## src/rtl/vscale_hasti_arbiter.sv

```systemverilog
// Two-master, one-slave AHB-lite arbiter: dmem bridge (m0) and imem bridge (m1) share one slave.
// Grants address phases, tracks data-phase ownership and holds one completed response per master.
module vscale_hasti_arbiter #(
    parameter int ARB_MODE = 0,
    parameter int HASTI_W  = 32
) (
    input  logic               hclk,
    input  logic               hresetn,
    input  logic [HASTI_W-1:0] m0_haddr,
    input  logic               m0_hwrite,
    input  logic [2:0]         m0_hsize,
    input  logic [2:0]         m0_hburst,
    input  logic               m0_hmastlock,
    input  logic [3:0]         m0_hprot,
    input  logic [1:0]         m0_htrans,
    input  logic [HASTI_W-1:0] m0_hwdata,
    output logic [HASTI_W-1:0] m0_hrdata,
    output logic               m0_hready,
    output logic               m0_hresp,
    input  logic [HASTI_W-1:0] m1_haddr,
    input  logic               m1_hwrite,
    input  logic [2:0]         m1_hsize,
    input  logic [2:0]         m1_hburst,
    input  logic               m1_hmastlock,
    input  logic [3:0]         m1_hprot,
    input  logic [1:0]         m1_htrans,
    input  logic [HASTI_W-1:0] m1_hwdata,
    output logic [HASTI_W-1:0] m1_hrdata,
    output logic               m1_hready,
    output logic               m1_hresp,
    output logic [HASTI_W-1:0] s_haddr,
    output logic               s_hwrite,
    output logic [2:0]         s_hsize,
    output logic [2:0]         s_hburst,
    output logic               s_hmastlock,
    output logic [3:0]         s_hprot,
    output logic [1:0]         s_htrans,
    output logic [HASTI_W-1:0] s_hwdata,
    input  logic [HASTI_W-1:0] s_hrdata,
    input  logic               s_hready,
    input  logic               s_hresp
);

    localparam logic [1:0] HTRANS_IDLE = 2'b00;

    typedef enum logic [1:0] {
        DP_NONE = 2'd0,
        DP_M0   = 2'd1,
        DP_M1   = 2'd2
    } dp_owner_e;

    dp_owner_e          dp_owner_q, dp_owner_d;
    logic               last_grant_q, last_grant_d;   // 1 = m1 was granted last
    logic               buf_valid0_q, buf_valid0_d, buf_valid1_q, buf_valid1_d;
    logic [HASTI_W-1:0] buf_data0_q, buf_data0_d, buf_data1_q, buf_data1_d;
    logic               buf_resp0_q, buf_resp0_d, buf_resp1_q, buf_resp1_d;

    logic req0, req1;
    logic gnt_valid, gnt_m1, sel_m1;
    logic data_done0, data_done1, addr_done0, addr_done1;

    assign req0 = m0_htrans[1];
    assign req1 = m1_htrans[1];

    // NOTE: every variable driven here gets a default first, so no path can infer a latch.
    always_comb begin
        gnt_valid = 1'b0;
        gnt_m1    = 1'b0;
        if (hresetn && s_hready) begin
            if (req0 && req1) begin
                gnt_valid = 1'b1;
                if (last_grant_q && m1_hmastlock)       gnt_m1 = 1'b1;
                else if (!last_grant_q && m0_hmastlock) gnt_m1 = 1'b0;
                else if (ARB_MODE == 1)                 gnt_m1 = 1'b0;
                else                                    gnt_m1 = !last_grant_q;
            end else if (req0) begin
                gnt_valid = 1'b1;
            end else if (req1) begin
                gnt_valid = 1'b1;
                gnt_m1    = 1'b1;
            end
        end
    end

    // Address-phase signals follow m0 whenever nobody is granted.
    assign sel_m1      = gnt_valid && gnt_m1;
    assign s_haddr     = sel_m1 ? m1_haddr     : m0_haddr;
    assign s_hwrite    = sel_m1 ? m1_hwrite    : m0_hwrite;
    assign s_hsize     = sel_m1 ? m1_hsize     : m0_hsize;
    assign s_hburst    = sel_m1 ? m1_hburst    : m0_hburst;
    assign s_hmastlock = sel_m1 ? m1_hmastlock : m0_hmastlock;
    assign s_hprot     = sel_m1 ? m1_hprot     : m0_hprot;
    assign s_htrans    = !gnt_valid ? HTRANS_IDLE : (sel_m1 ? m1_htrans : m0_htrans);
    assign s_hwdata    = (dp_owner_q == DP_M1) ? m1_hwdata : m0_hwdata;

    assign data_done0 = (dp_owner_q != DP_M0) || buf_valid0_q || s_hready;
    assign data_done1 = (dp_owner_q != DP_M1) || buf_valid1_q || s_hready;
    assign addr_done0 = !req0 || (gnt_valid && !gnt_m1);
    assign addr_done1 = !req1 || (gnt_valid && gnt_m1);

    assign m0_hready = !hresetn || (data_done0 && addr_done0);
    assign m1_hready = !hresetn || (data_done1 && addr_done1);
    assign m0_hrdata = buf_valid0_q ? buf_data0_q : s_hrdata;
    assign m0_hresp  = buf_valid0_q ? buf_resp0_q : s_hresp;
    assign m1_hrdata = buf_valid1_q ? buf_data1_q : s_hrdata;
    assign m1_hresp  = buf_valid1_q ? buf_resp1_q : s_hresp;

    always_comb begin
        dp_owner_d   = dp_owner_q;
        last_grant_d = last_grant_q;
        buf_valid0_d = buf_valid0_q;
        buf_valid1_d = buf_valid1_q;
        buf_data0_d  = buf_data0_q;
        buf_data1_d  = buf_data1_q;
        buf_resp0_d  = buf_resp0_q;
        buf_resp1_d  = buf_resp1_q;

        if (s_hready) begin
            dp_owner_d = !gnt_valid ? DP_NONE : (gnt_m1 ? DP_M1 : DP_M0);
            if (gnt_valid) last_grant_d = gnt_m1;
        end

        // A finished data phase whose owner's next address lost arbitration is parked here.
        if (m0_hready) begin
            buf_valid0_d = 1'b0;
        end else if (dp_owner_q == DP_M0 && s_hready && !addr_done0) begin
            buf_valid0_d = 1'b1;
            buf_data0_d  = s_hrdata;
            buf_resp0_d  = s_hresp;
        end

        if (m1_hready) begin
            buf_valid1_d = 1'b0;
        end else if (dp_owner_q == DP_M1 && s_hready && !addr_done1) begin
            buf_valid1_d = 1'b1;
            buf_data1_d  = s_hrdata;
            buf_resp1_d  = s_hresp;
        end
    end

    // NOTE: state registers use non-blocking assignments so every flop samples pre-edge values.
    always_ff @(posedge hclk) begin
        if (!hresetn) begin
            dp_owner_q   <= DP_NONE;
            last_grant_q <= 1'b1;
            buf_valid0_q <= 1'b0;
            buf_valid1_q <= 1'b0;
        end else begin
            dp_owner_q   <= dp_owner_d;
            last_grant_q <= last_grant_d;
            buf_valid0_q <= buf_valid0_d;
            buf_valid1_q <= buf_valid1_d;
        end
    end

    // NOTE: buffer payload has no reset; it is only ever observed while its valid flag is set.
    always_ff @(posedge hclk) begin
        buf_data0_q <= buf_data0_d;
        buf_data1_q <= buf_data1_d;
        buf_resp0_q <= buf_resp0_d;
        buf_resp1_q <= buf_resp1_d;
    end

endmodule

```

## config.mk

```make
export PLATFORM = sky130hd
export DESIGN_NAME = vscale_hasti_arbiter
export DESIGN_NICKNAME = d
export VERILOG_FILES = /design/src/rtl/vscale_hasti_arbiter.sv
export SDC_FILE = /design/constraint.sdc
export NUM_CORES = 1
export LEC_CHECK = 0
export BUFFER_PORTS_ARGS = -buffer_cell sky130_fd_sc_hd__buf_2
export CAP_MARGIN = 10
export CORE_AREA = 2 2 133 135
export DETAILED_ROUTE_END_ITERATION = 10
export DIE_AREA = 0 0 135 137
export RECOVER_POWER = 25
export SLEW_MARGIN = 20
export SYNTH_ARGS = -nofsm -noshare
export SYNTH_HDL_FRONTEND = slang
export SYNTH_SLANG_ARGS = --single-unit
```

## constraint.sdc

```tcl
create_clock -name hclk -period 5.84 [get_ports hclk]
set_input_delay 1.46 -clock hclk [delete_from_list [all_inputs] [get_ports hclk]]
set_output_delay 1.46 -clock hclk [all_outputs]
set_load 0.05 [all_outputs]
```

# Yosys cells after proc, flatten, opt, wreduce, memory -nomap -nowiden
# Cells that the tools add are included.
# op_classes
eq_ne	4
n_mux	24
n_bitwise	3
n_reduce_logical	32
# op_table
operator	n
$mux W32	4
$mux W1	13
$logic_and A1 B1 Y1	12
$logic_or A1 B1 Y1	8
$mux W2	4
$logic_not A1 Y1	7
$mux W3	2
$reduce_and A2 Y1	3
$mux W4	1
$reduce_or A2 Y1	2
$not A1 Y1	3
$eq A2 B1 Y1 const B	1
$eq A2 B2 Y1 const B	1
$ne A2 B1 Y1 const B	1
$ne A2 B2 Y1 const B	1
# word_totals
reg_bits	71
input_bits	192

# Longest topological paths before layout
# logic_depth
ltp_word	13
mapped_depth	6
ltp_nobuf	4

# Least setup slack after synthesis
# OpenSTA, ideal clock, no wires.
# synth_path
kind	input -> output
start	input hresetn
end	output s_htrans[0]
arrival_time_ns	3.359
required_ns	4.380
path_slack_ns	1.021
stages	5
path_buffers	1
path_cell_list	buf_2 -> nand2_2 -> nor2_1 -> nand2_1 -> mux2i_1
# synth_between
elab_chain_cells	5
word_cells_on_any_way	6
classes_between	mux: 4; reduce/logical: 2
# synth_rtl
item	line_no	text
from (decl)	8	input logic hresetn,
$logic_and A1 B1 Y1 *	69	if (hresetn && s_hready) begin
$mux W1	69	
$logic_and A1 B1 Y1	86	assign sel_m1 = gnt_valid && gnt_m1;
$mux W2	93	assign s_htrans = !gnt_valid ? HTRANS_IDLE : (sel_m1 ? m1_htrans : m0_htrans);
$mux W2 *	93	
to (decl)	37	output logic [1:0] s_htrans,
# Every way passes the cells marked *; elsewhere a longest branch is shown, timed or not.

# Worst setup path after layout
# layout_path
start	input m0_hmastlock
end	output s_hsize[0]
# layout_between
elab_chain_cells	7
# layout_rtl
item	line_no	text
from (decl)	13	input logic m0_hmastlock,
$logic_and A1 B1 Y1	73	else if (!last_grant_q && m0_hmastlock) gnt_m1 = 1'b0;
$mux W1	73	
$mux W1	72	if (last_grant_q && m1_hmastlock) gnt_m1 = 1'b1;
$mux W1	70	if (req0 && req1) begin
$mux W1	69	
$logic_and A1 B1 Y1	86	
$mux W3	89	assign s_hsize = sel_m1 ? m1_hsize : m0_hsize;
to (decl)	33	output logic [2:0] s_hsize,
# Every way passes these cells.

==> impl_metrics.py <==
metrics = {
    "outcome": {
        "status": "completed",
    },
    "clocking": {
        "cts-root-buf": "clkbuf_16",
        "clk_latency_ns": 0.33,
        "cts_max_level": 3,
        "clk_pin_slew_ns": 0.06,
        "cts_sinks": 71,
        "tritoncts": "built",
        "post_cts_buffers": 0,
        "numCtsBuffers": 9,
        "ctsHoldBuffers": 0,
        "cts_resized": 0,
        "cts_buffer_depth": 2,
    },
    "global_routing": {
        "grt_max_degree": 47,
        "grt_usage": 0.141,
        "grt_pass1_wl_um": 19500,
        "grt_pass1_vias": 3445,
        "antenna_found_initial": 1,
        "grt_overflow": 0,
    },
    "hold_path": {
        "hp-class": "flip-flop to flip-flop",
    },
    "sta": {
        "worst_pin_slew_ns": 1.01,
        "fin_crit_sh": 0.876,
        "setup_violations": 0,
        "hold_violations": 0,
        "relSlewSlack": 0.328,
        "fmax_mhz": 196,
        "fin_crit_ns": 5.11,
        "tns_ns": 0,
        "grt_setup_unrepaired": "no",
        "maxSlewViolCount": 0,
        "finClkSkew_ns": 0.00672,
    },
    "critical_path": {
        "r2r_start": "last_grant_q",
        "cp.depth": 6,
        "cp-startpoint": "m0_hmastlock",
        "worstPathCellList": "buf_2 > nor2b_1 > o21ai_0 > nand2_4 > mux2_1 > buf_2",
        "crit_fanout": 46,
        "criticalPathCategory": "primary input to output port",
        "required_ns": 4.38,
        "critPathBufInv": 2,
        "path_delay_family": "simple AND/OR/NAND/NOR gates",
        "reg2regPathDepth": 4,
        "timing.rr.end": "buf_data0_q[18]",
        "cpMostUsedCell": "buf_2",
        "crit_path_end": "s_hsize[0]",
        "cp-start-kind": "primary input",
        "reg2reg_setup_slack_ns": 3.61,
        "slowest_delay_ns": 0.61,
        "arrival_ns": 3.65,
        "endpoint_kind": "output port",
        "cp_slowest_cell": "nand2_4",
    },
    "placed_design": {
        "placed_cells": 822,
        "place_hpwl_um": 11200,
        "gp_congestion": 0.836,
        "port_buffers": 337,
    },
    "logic_synthesis": {
        "syn_inst": 275,
        "synth_area_sq_mm": 0.00416,
        "yosys.area_share.simple": 0.0352,
        "synth_area_leader_cell": "edfxtp_1",
        "ys_seq_area_frac": 0.500,
        "synthAdderAreaFrac": 0,
        "yosysWarnings": 0,
        "synth_cell_type_count": 31,
        "synth_top_family_by_area": "multiplexers",
        "synth-compound-area-share": 0.0240,
        "synthArstFlopShare": 0,
        "avgSynthCellArea_sq_um": 15.1,
        "synth_ff_type": "edfxtp_1",
        "synth_top_area_frac": 0.476,
        "synth-seq-cells": 71,
        "syn_nets": 467,
        "synth_edf_count": 66,
        "synth.area.top_cells": "edfxtp_1 48%, mux2_2 24%, mux2_4 11%",
        "synth_xor_area_frac": 0,
        "synthTopCellsByCount": "90 x mux2_2, 66 x edfxtp_1, 30 x mux2_4",
        "muxShareOfSynthArea": 0.411,
        "yosysMostFrequentCell": "mux2_2",
    },
    "final_layout": {
        "area_delta_synth_final_pct": 51.4,
        "multi_input_comb_area_sq_mm": 0.00196,
        "fin_cells": 838,
        "layout.nets": 800,
        "regArea_sq_mm": 0.00208,
        "drive_gt1_frac": 0.732,
        "num_antenna_cells": 0,
        "fillCellCount": 1713,
    },
    "drt": {
        "ant_nets": 0,
        "drtIter0Drc": 108,
        "num_vias": 3576,
        "wirelength_um": 14300,
        "wire_per_inst_um": 17.1,
        "first_pass_iters": 4,
        "via_per_inst": 4.27,
        "drc": 0,
    },
    "floorplanning": {
        "io_pins": 338,
        "design.die.area_sq_mm": 0.0185,
        "die_y_um": 137,
        "die_w_um": 135,
        "initial_core_util": 0.244,
        "fp-row-count": 48,
        "fp.coreArea_sq_mm": 0.0171,
    },
    "job": {
        "drv_cap": 0,
    },
    "power": {
        "ir_drop_uv": 149,
        "cellLeakagePower_nw": 2.82,
        "power-per-cell-area_mw_per_mm2": 248,
    },
}
## report_power, final
| group | total [mW] | switching (mW) | internal (mW) |
|---|---|---|---|
| logic | 0.462 | 0.317 | 0.145 |
| registers | 0.559 | 0.00175 | 0.557 |
| clock network | 0.542 | 0.211 | 0.331 |
| total | 1.56 | 0.529 | 1.03 |
## cell type report
cell class	instances	share of cell area
sequential	71	0.331
timing repair buffer	340	0.264
multi-input combinational	182	0.311
inverter	4	0.00238
clock inverter	7	0.0115
clock buffer	9	0.0357
tap	225	0.0447
## cells by family (layout without fill, tap and decap cells)
family,count (synthesis),in the layout
multiplexers,142,142
flip-flops,71,71
AND/OR/NAND/NOR,26,26
buffers and inverters,22,360
AO/OA/AOI/OAI,14,14
## cells in the final DEF (no fill, tap or decap), types with 3 or more instances in the layout
cell type  Yosys  final
buf_2         10    303
buf_4          0      3
clkbuf_1       4     34
clkbuf_16      0      9
dfxtp_1        5      4
edfxtp_1      66     66
inv_1          4      4
mux2_1        21     21
mux2_2        90     90
mux2_4        30     30
nand2_1        7      7
nand2b_1       3      3
nand3_1        3      3
nor2_1         4      3
nor2b_1        3      3
o21ai_0        3      4
## routing by layer
metal / vias to the layer above / GRT usage / wire length (um)
met2: 149 / 0.255 / 7750
met3: 8 / 0.0322 / 715
met5: - / 0 / 0
met4: 0 / 0.0376 / 162
met1: 1700 / 0.167 / 5680
li1: 1719 / - / -
## stage by stage
stage               hold slack (ns)  cell area, sq um  utilization  total power [mW]  setup slack, ns
floorplan                     0.471              4160            -             0.900             1.02
global placement              0.494              6060        0.355              1.04             1.26
detailed placement            0.505              6060        0.355              1.04             1.23
CTS                           0.512              6360        0.373              1.58             1.22
global route                  0.550              6300        0.369              1.62            0.565
finish                        0.507              6300        0.369              1.56            0.727
## state kept, by name (all words and copies together), names as in the netlist
register      cells
buf_resp0_q       1
buf_resp1_q       1
buf_data1_q      32
buf_valid0_q      1
dp_owner_q        2
last_grant_q      1
buf_data0_q      32
buf_valid1_q      1
## worst min-delay path by stage
stage | from | cells past startpoint | slack [ns] | to
after floorplan | dp_owner_q[0] | 2 | 0.47 | dp_owner_q[0]
after global placement | dp_owner_q[0] | 2 | 0.49 | dp_owner_q[0]
after detailed placement | dp_owner_q[0] | 2 | 0.50 | dp_owner_q[0]
after CTS | dp_owner_q[0] | 2 | 0.51 | dp_owner_q[0]
after global routing | dp_owner_q[1] | 2 | 0.55 | dp_owner_q[1]
final | dp_owner_q[0] | 2 | 0.51 | dp_owner_q[0]
## worst reg2reg max path, delay by kind of cell (launching register included)
family / cells / cell delay (ns)
AND/OR/NAND/NOR: 4 / 1.50
flip-flops: 1 / 0.33
Power figures use the tool's default switching activity.
